`src/rtl/semaforo_pkg.sv`:
```
// Shared lamp codes and FSM state encodings for the semaforo traffic-light family.
package semaforo_pkg;

  localparam logic [2:0] LT_RED = 3'b001;
  localparam logic [2:0] LT_YEL = 3'b010;
  localparam logic [2:0] LT_GRN = 3'b100;
  localparam logic [2:0] LT_OFF = 3'b000;

  typedef enum logic [1:0] {
    S_GREEN  = 2'd0,
    S_YELLOW = 2'd1,
    S_ALLRED = 2'd2,
    S_FLASH  = 2'd3
  } state_e;

endpackage

```
`src/rtl/semaforo_rr_pick.sv`:
```
// Combinational round-robin pick over side ways 1..N_WAYS-1, starting after last_side_i.
module semaforo_rr_pick #(
  parameter int unsigned N_WAYS = 3,
  parameter int unsigned AW     = $clog2(N_WAYS)
) (
  input  logic [N_WAYS-1:0] pending_i,
  input  logic [AW-1:0]     last_side_i,
  output logic [AW-1:0]     next_o,
  output logic              valid_o
);

  always_comb begin
    int unsigned cand;
    cand    = 0;
    next_o  = '0;
    valid_o = 1'b0;
    for (int unsigned k = 1; k < N_WAYS; k++) begin
      // Side ways form a ring of N_WAYS-1 slots; way 0 is never a candidate.
      cand = ((32'(last_side_i) + k - 1) % (N_WAYS - 1)) + 1;
      if (!valid_o && pending_i[cand]) begin
        valid_o = 1'b1;
        next_o  = AW'(cand);
      end
    end
  end

endmodule

```
`src/rtl/semaforo_multi.sv`:
```
// N-way traffic-light controller: main road rests green, side ways served round-robin.
// Optional night flashing mode enabled by defining SEMAFORO_NIGHT_EN.
module semaforo_multi
  import semaforo_pkg::*;
#(
  parameter int unsigned N_WAYS    = 3,
  parameter int unsigned GREEN_T   = 8,
  parameter int unsigned YELLOW_T  = 3,
  parameter int unsigned RED_CLR_T = 2,
  parameter int unsigned CNT_W     = 8,
  parameter int unsigned AW        = $clog2(N_WAYS)
) (
  input  logic                  clk,
  input  logic                  rst,
  input  logic [N_WAYS-1:0]     req,
  output logic [3*N_WAYS-1:0]   lights,
  output logic [AW-1:0]         active,
  output logic [N_WAYS-1:0]     pending
`ifdef SEMAFORO_NIGHT_EN
  ,
  input  logic                  night
`endif
);

  localparam logic [CNT_W-1:0] GreenLast = CNT_W'(GREEN_T - 1);
  localparam logic [CNT_W-1:0] YelLast   = CNT_W'(YELLOW_T - 1);
  localparam logic [CNT_W-1:0] RedLast   = CNT_W'(RED_CLR_T - 1);

  state_e                state_q, state_d;
  logic [CNT_W-1:0]      count_q, count_d;
  logic [AW-1:0]         active_q, active_d;
  logic [AW-1:0]         last_side_q, last_side_d;
  logic [N_WAYS-1:0]     pending_q, pending_d;
  logic [3*N_WAYS-1:0]   lights_q, lights_d;
  // Forces the next ALLRED exit to way 0 (after reset or after leaving FLASH).
  logic                  main_next_q, main_next_d;
  logic [AW-1:0]         pick_idx;
  logic                  pick_valid;
  logic                  green_entry;
`ifdef SEMAFORO_NIGHT_EN
  logic                  flash_on_q, flash_on_d;
`endif

  semaforo_rr_pick #(
    .N_WAYS (N_WAYS),
    .AW     (AW)
  ) u_rr_pick (
    .pending_i   (pending_q),
    .last_side_i (last_side_q),
    .next_o      (pick_idx),
    .valid_o     (pick_valid)
  );

  always_comb begin
    state_d     = state_q;
    count_d     = count_q + 1'b1;
    active_d    = active_q;
    last_side_d = last_side_q;
    main_next_d = main_next_q;
`ifdef SEMAFORO_NIGHT_EN
    flash_on_d  = flash_on_q;
`endif
    unique case (state_q)
      S_GREEN: begin
        if (count_q == GreenLast) begin
          if (active_q != '0 || pending_q != '0) begin
            state_d = S_YELLOW;
            count_d = '0;
          end else begin
            // Main road holds; saturate so the minimum-green test stays true.
            count_d = count_q;
          end
        end
      end
      S_YELLOW: begin
        if (count_q == YelLast) begin
          state_d = S_ALLRED;
          count_d = '0;
        end
      end
      S_ALLRED: begin
        if (count_q == RedLast) begin
          count_d = '0;
`ifdef SEMAFORO_NIGHT_EN
          if (night) begin
            state_d    = S_FLASH;
            flash_on_d = 1'b1;
          end else
`endif
          begin
            state_d     = S_GREEN;
            main_next_d = 1'b0;
            if (main_next_q || active_q != '0 || !pick_valid) begin
              active_d = '0;
            end else begin
              active_d    = pick_idx;
              last_side_d = pick_idx;
            end
          end
        end
      end
`ifdef SEMAFORO_NIGHT_EN
      S_FLASH: begin
        if (!night) begin
          state_d     = S_ALLRED;
          count_d     = '0;
          main_next_d = 1'b1;
        end else if (count_q == RedLast) begin
          count_d    = '0;
          flash_on_d = ~flash_on_q;
        end
      end
`endif
      default: begin
        state_d = S_ALLRED;
        count_d = '0;
      end
    endcase

    green_entry = (state_d == S_GREEN) && (state_q != S_GREEN);
    pending_d   = '0;
    for (int i = 1; i < N_WAYS; i++) begin
      pending_d[i] = pending_q[i] |
                     (req[i] & ~((state_q == S_GREEN) && (active_q == AW'(i))));
      if (green_entry && active_d == AW'(i)) begin
        pending_d[i] = 1'b0;
      end
    end

    lights_d = {N_WAYS{LT_RED}};
    for (int i = 0; i < N_WAYS; i++) begin
      if (active_d == AW'(i)) begin
        if (state_d == S_GREEN) begin
          lights_d[3*i +: 3] = LT_GRN;
        end else if (state_d == S_YELLOW) begin
          lights_d[3*i +: 3] = LT_YEL;
        end
      end
`ifdef SEMAFORO_NIGHT_EN
      if (state_d == S_FLASH) begin
        lights_d[3*i +: 3] = flash_on_d ? LT_YEL : LT_OFF;
      end
`endif
    end
  end

  always_ff @(posedge clk) begin
    if (!rst) begin
      state_q     <= S_ALLRED;
      count_q     <= '0;
      active_q    <= '0;
      last_side_q <= '0;
      pending_q   <= '0;
      lights_q    <= {N_WAYS{LT_RED}};
      main_next_q <= 1'b1;
`ifdef SEMAFORO_NIGHT_EN
      flash_on_q  <= 1'b0;
`endif
    end else begin
      state_q     <= state_d;
      count_q     <= count_d;
      active_q    <= active_d;
      last_side_q <= last_side_d;
      pending_q   <= pending_d;
      lights_q    <= lights_d;
      main_next_q <= main_next_d;
`ifdef SEMAFORO_NIGHT_EN
      flash_on_q  <= flash_on_d;
`endif
    end
  end

  assign lights  = lights_q;
  assign active  = active_q;
  assign pending = pending_q;

endmodule
```
`config.mk`:
```
export PLATFORM = sky130hd
export DESIGN_NAME = semaforo_multi
export DESIGN_NICKNAME = d
export VERILOG_FILES = /design/src/rtl/semaforo_pkg.sv /design/src/rtl/semaforo_rr_pick.sv /design/src/rtl/semaforo_multi.sv
export SDC_FILE = /design/constraint.sdc
export NUM_CORES = 1
export LEC_CHECK = 0
export ABC_AREA = 0
export CORE_ASPECT_RATIO = 0.8
export CORE_MARGIN = 10
export CORE_UTILIZATION = 52
export CTS_CLUSTER_DIAMETER = 120
export CTS_CLUSTER_SIZE = 20
export DETAILED_ROUTE_END_ITERATION = 10
export HOLD_SLACK_MARGIN = 0.08
export MAX_ROUTING_LAYER = met4
export PLACE_DENSITY_LB_ADDON = 0.25
export SLEW_MARGIN = 20
export SYNTH_ARGS = -nofsm -noshare
export SYNTH_HDL_FRONTEND = slang
export SYNTH_HIERARCHICAL = 1
export SYNTH_SLANG_ARGS = --single-unit
```
`constraint.sdc`:
```
create_clock -name clk -period 2.3 [get_ports clk]
set_input_delay 0.575 -clock clk [delete_from_list [all_inputs] [get_ports clk]]
set_output_delay 0.575 -clock clk [all_outputs]
set_load 0.02 [all_outputs]
```
* Word level (Yosys, flattened, before mapping)
Cells that the tools add are included.
W data, S select, Z words.
** Storage, ports and cells
- Flip-flop bits (word level) :: 26
- Output and inout bits :: 14
- Word-level logic and storage cells :: 86
** Operators by class
- Add/subtract/negate cells :: 7
- Magnitude comparators :: 2
- Eq/ne operators :: 11
- Mux-type cells :: 23
- Bitwise logic cells :: 8
- Reductions and logical operators :: 24
** Operators by type and width (number)
- $lt A32 B3 Y1 const B :: 2
- $mux W8 :: 4
- $pmux W8 S3 :: 1
- $mux W2 :: 10
- $add A8 B1 Y8 const B :: 1
- $eq A2 B1 Y1 const B :: 4
- $eq A8 B1 Y1 const B :: 1
- $eq A8 B2 Y1 const B :: 1
- $eq A8 B3 Y1 const B :: 1
- $reduce_and A2 Y1 :: 4
- $eq A2 B2 Y1 const B :: 3
- $logic_and A1 B1 Y1 :: 6
- $logic_not A2 Y1 :: 3
- $pmux W2 S3 :: 1
- $add A1 B1 Y2 const B :: 2
- $bmux W1 S2 :: 2
- $mux W1 :: 4
- $not A1 Y1 :: 4
- $reduce_bool A2 Y1 :: 2
- $reduce_or A2 Y1 :: 2
- $logic_or A1 B1 Y1 :: 3
- $mux W3 :: 1
- $ne A3 B3 Y1 const B :: 1
- $reduce_and A3 Y1 :: 1
- other kinds (6) :: 11

* Logic depth before layout (Yosys ltp)
- Depth in word-level cells :: 17
- Gate-level depth with buffers :: 6
- Depth with buffers taken out :: 6

* Modules after synthesis
Netlist, hierarchy kept.
** Modules (own cells, without submodules)
- semaforo_multi :: instances 1, cells an instance 140, area an instance 1257.5 um2
- semaforo_rr_pick :: instances 1, cells an instance 4, area an instance 25.0 um2

* Worst setup path before layout
Ideal clock, no wire load.
- Path type :: reg2reg
- Start :: register pending_q[1] (netlist: pending[1])
- End :: register lights_q[3] (netlist: lights[3])
- Library setup time :: 0.127 ns
- Arrival time :: 1.850 ns
- Slack :: 0.323 ns
- Stages on the path, launching flop included :: 6
- Period minus slack after synthesis :: 1.977 ns
- Cell sequence :: dfxtp_1 or2_1 or4b_2 nor3_1 mux2i_1 or3_1
** Between the ends
- Word-level cells in the longest chain between the ends :: 13
** RTL lines
- from (decl) :: line semaforo_multi.sv:33 : logic [N_WAYS-1:0] pending_q, pending_d;
- from (signal assigned) :: line semaforo_multi.sv:164 : pending_q <= pending_d;
- $bmux W1 S2 :: line semaforo_rr_pick.sv:20 : if (!valid_o && pending_i[cand]) begin
- $mux W1 (not written as such) :: line semaforo_rr_pick.sv:20
- $mux W1 :: line semaforo_rr_pick.sv:20
- $logic_not A1 Y1 :: line semaforo_rr_pick.sv:20
- $logic_and A1 B1 Y1 :: line semaforo_rr_pick.sv:20
- $mux W1 (*) :: line semaforo_rr_pick.sv:20
- net pick_valid :: line semaforo_multi.sv:38 : logic pick_valid;
- $logic_not A1 Y1 (*) :: line semaforo_multi.sv:93 : if (main_next_q || active_q != '0 || !pick_valid) begin
- $logic_or A1 B1 Y1 (*) :: line semaforo_multi.sv:93
- $mux W2 (*) :: line semaforo_multi.sv:93
- $mux W2 (*) :: line semaforo_multi.sv:82 : if (count_q == RedLast) begin
- $mux W2 (*) :: line semaforo_multi.sv:63 : unique case (state_q)
- $eq A2 B1 Y1 (*) :: line semaforo_multi.sv:132 : if (active_d == AW'(i)) begin
- $reduce_and A2 Y1 (no line) (*)
- to (signal assigned) :: line semaforo_multi.sv:154 : lights_q <= {N_WAYS{LT_RED}};
- to (signal assigned) :: line semaforo_multi.sv:165 : lights_q <= lights_d;
- to (decl) :: line semaforo_multi.sv:34 : logic [3*N_WAYS-1:0] lights_q, lights_d;
Mark *: on every way through the listed nets, which the timed path passes. The rest lies on a longest branch. The select of a mux whose other input is x is not followed.
A chain may end at the register's enable or synchronous reset.

* Final worst setup path
- Start :: register count_q[1]
- End :: register lights_q[3] (netlist: lights[3])
** Between the ends
- Word-level cells in the longest chain between the ends :: 6
** RTL lines
- from (decl) :: line semaforo_multi.sv:30 : logic [CNT_W-1:0] count_q, count_d;
- from (signal assigned) :: line semaforo_multi.sv:161 : count_q <= count_d;
- $eq A8 B1 Y1 (tied with other cells) :: line semaforo_multi.sv:82
- $mux W2 (on tied branches) :: line semaforo_multi.sv:82, semaforo_multi.sv:65, semaforo_multi.sv:76
- $pmux W2 S3 :: line semaforo_multi.sv:63
- $eq A2 B1 Y1 :: line semaforo_multi.sv:135 : end else if (state_d == S_YELLOW) begin
- $mux W2 :: line semaforo_multi.sv:135
- $mux W3 :: line semaforo_multi.sv:133 : if (state_d == S_GREEN) begin
Parallel ways exist; a longest one is shown, timed or not.

==> reports/results.ini <==
[status]
outcome = finished clean

[pwr]
p_leak_uw = 0.000522
power.density_mw_per_mm2 = 653
vdd_ir_drop_max_mv = 0.499

[synth]
synthCells = 141
synth_area_per_cell_um2 = 8.86
syn-num-nets = 149
syn_area_mm2 = 0.00125
ys_warn_count = 6

[timing]
relSlewSlack = 0.637
finalClockSkew_ps = 6.92
fin_crit_sh = 0.913
period_needed_ps = 2100
setup_viol = 0
slew_violations = 0
max_freq_ghz = 0.476
setup_tns_ps = 0
hold_viol = 0
rsz0062_at_grt = false
tightest_slew_ps = 539

[die]
die_h_um = 63.8
coreArea_mm2 = 0.00221
dieWidth_um = 74.8
top_level_ports = 19
rows = 15
start_util = 0.564
die_area_mm2 = 0.00477

[clock_tree]
cts_root_buf = clkbuf_4
numCtsBuffers = 3
cts_resized = 0
cts_tree = done
cts.clk_slew.worst_paths_ps = 140
clk_path_buf_depth = 2
h-tree-depth = 1
cts_setup_buffers = 0
clkLatencyLatePin_ps = 320
clock_sinks = 25
cts_hold_buf = 0

[placement]
gp_congestion = 0.803
placed_area_mm2 = 0.00145
portBuffers = 16
hpwlAfterDp_um = 2040

[drt]
drc = 0
vias_per_cell = 5.92
topRoutingLayerUsed = met4
m1WireLength_um = 1300
wl_met2_um = 1230
drt_wl_total_um = 2750
detail-route-antenna-nets = 0
dr_total_vias = 1096
drt_iter0_drc = 100
met3_length_um = 209
wl_per_cell_um = 14.8
first_pass_iters = 4

[worst_hold_path]
worstHoldPathCells = 2
hp-class = reg -> reg

[setup_path]
required_ps = 2530
crit_fanout = 6
cp-end-kind = flop
critPathBufInv = 1
crit_type = reg -> reg
crit_cells = 6
crit_path_start_kind = flop
slowest_delay_ps = 540
reg2regPathDepth = 6
cp_top_family = simple AND/OR/NAND/NOR gates
cpMaxStageDelayCell = or4bb_1
crit_chain = inv_1 > ha_1 > or4bb_1 > nor3_4 > mux2i_1 > or3_1
crit_arrival_ps = 2330

[grt]
grt_pass1_wl_um = 4760
grt_max_degree = 16
antenna_found_initial = 0
grt_overflow = 0
grt_pass1_vias = 1062
track_usage = 0.124

[finish]
area_growth_pct = 18.3
fin_nets = 169
drive_above_1_share = 0.125
antenna_cells = 0
final_area_mm2 = 0.00148

[run]
drv_cap = 0

## where the power goes
part	leakage, uW	internal [uW]	switching [uW]
Combinational	0.000304	123	154
Sequential	0.000204	466	21.6
Clock	0.0000139	66.5	133
Total	0.000522	656	309
## flip-flops by register name, summed over array words and instances, names as in the netlist
signal and count:
active 2, pending 2, main_next_q 1, state_q 2, count_q 8, last_side_q 1
lights 9
## worst reg2reg max path, delay by kind of cell (launching register included)
family	cells	cell delay [ps]
adders and majority gates	1	180
muxes	1	180
buffers and inverters	1	70
DFF	1	370
and+or+nand+nor	3	1200
## worst paths after layout
kind	start	to	slack (ps)
setup reg to reg	count_q[1]	lights[3]	200
hold / removal	main_next_q	main_next_q	500
setup / recovery	count_q[1]	lights[3]	200
hold reg to reg	main_next_q	main_next_q	500
## per-stage QoR
stage,setup slack (ps),instances,power (uW),hold WS [ps],util
after CTS,195,185,972,501,0.667
after floorplan,323,141,685,454,-
after global placement,227,181,762,474,0.654
final,201,185,965,495,0.667
after global routing,45.9,185,1030,548,0.667
after detailed placement,220,181,772,487,0.654
## layout make-up
cell class                      count  area [um2]
Fill cell                         169         737
Multi-Input combinational cell     98         666
Sequential cell                    25         500
Timing Repair Buffer               23         213
Inverter                           10        37.5
Tap cell                           25        31.3
Clock buffer                        3        22.5
Clock inverter                      1        7.51
## layer usage
metal | vias to the layer above | track usage
li1 | 544 | -
met1 | 511 | 0.159
met2 | 39 | 0.193
met3 | 2 | 0.0340
met4 | 0 | 0.0165
met5 | - | -
## layout by cell type (no fill, tap or decap), types with 2 or more instances in the layout
cell	instances
buf_4	7
xnor2_1	2
ha_1	3
nor2b_1	2
or3_1	4
a21boi_0	2
nor2_1	10
a21boi_1	2
clkdlybuf4s50_1	16
o21ai_0	10
inv_1	10
dfxtp_1	25
mux2i_1	5
clkbuf_4	3
or4_1	2
or4bb_1	2
nor4_1	6
a31oi_1	3
o221a_2	2
nand3_1	7
a21oi_1	5
nor3_1	8
nand2_1	5
(Power assumes the default switching activity.)
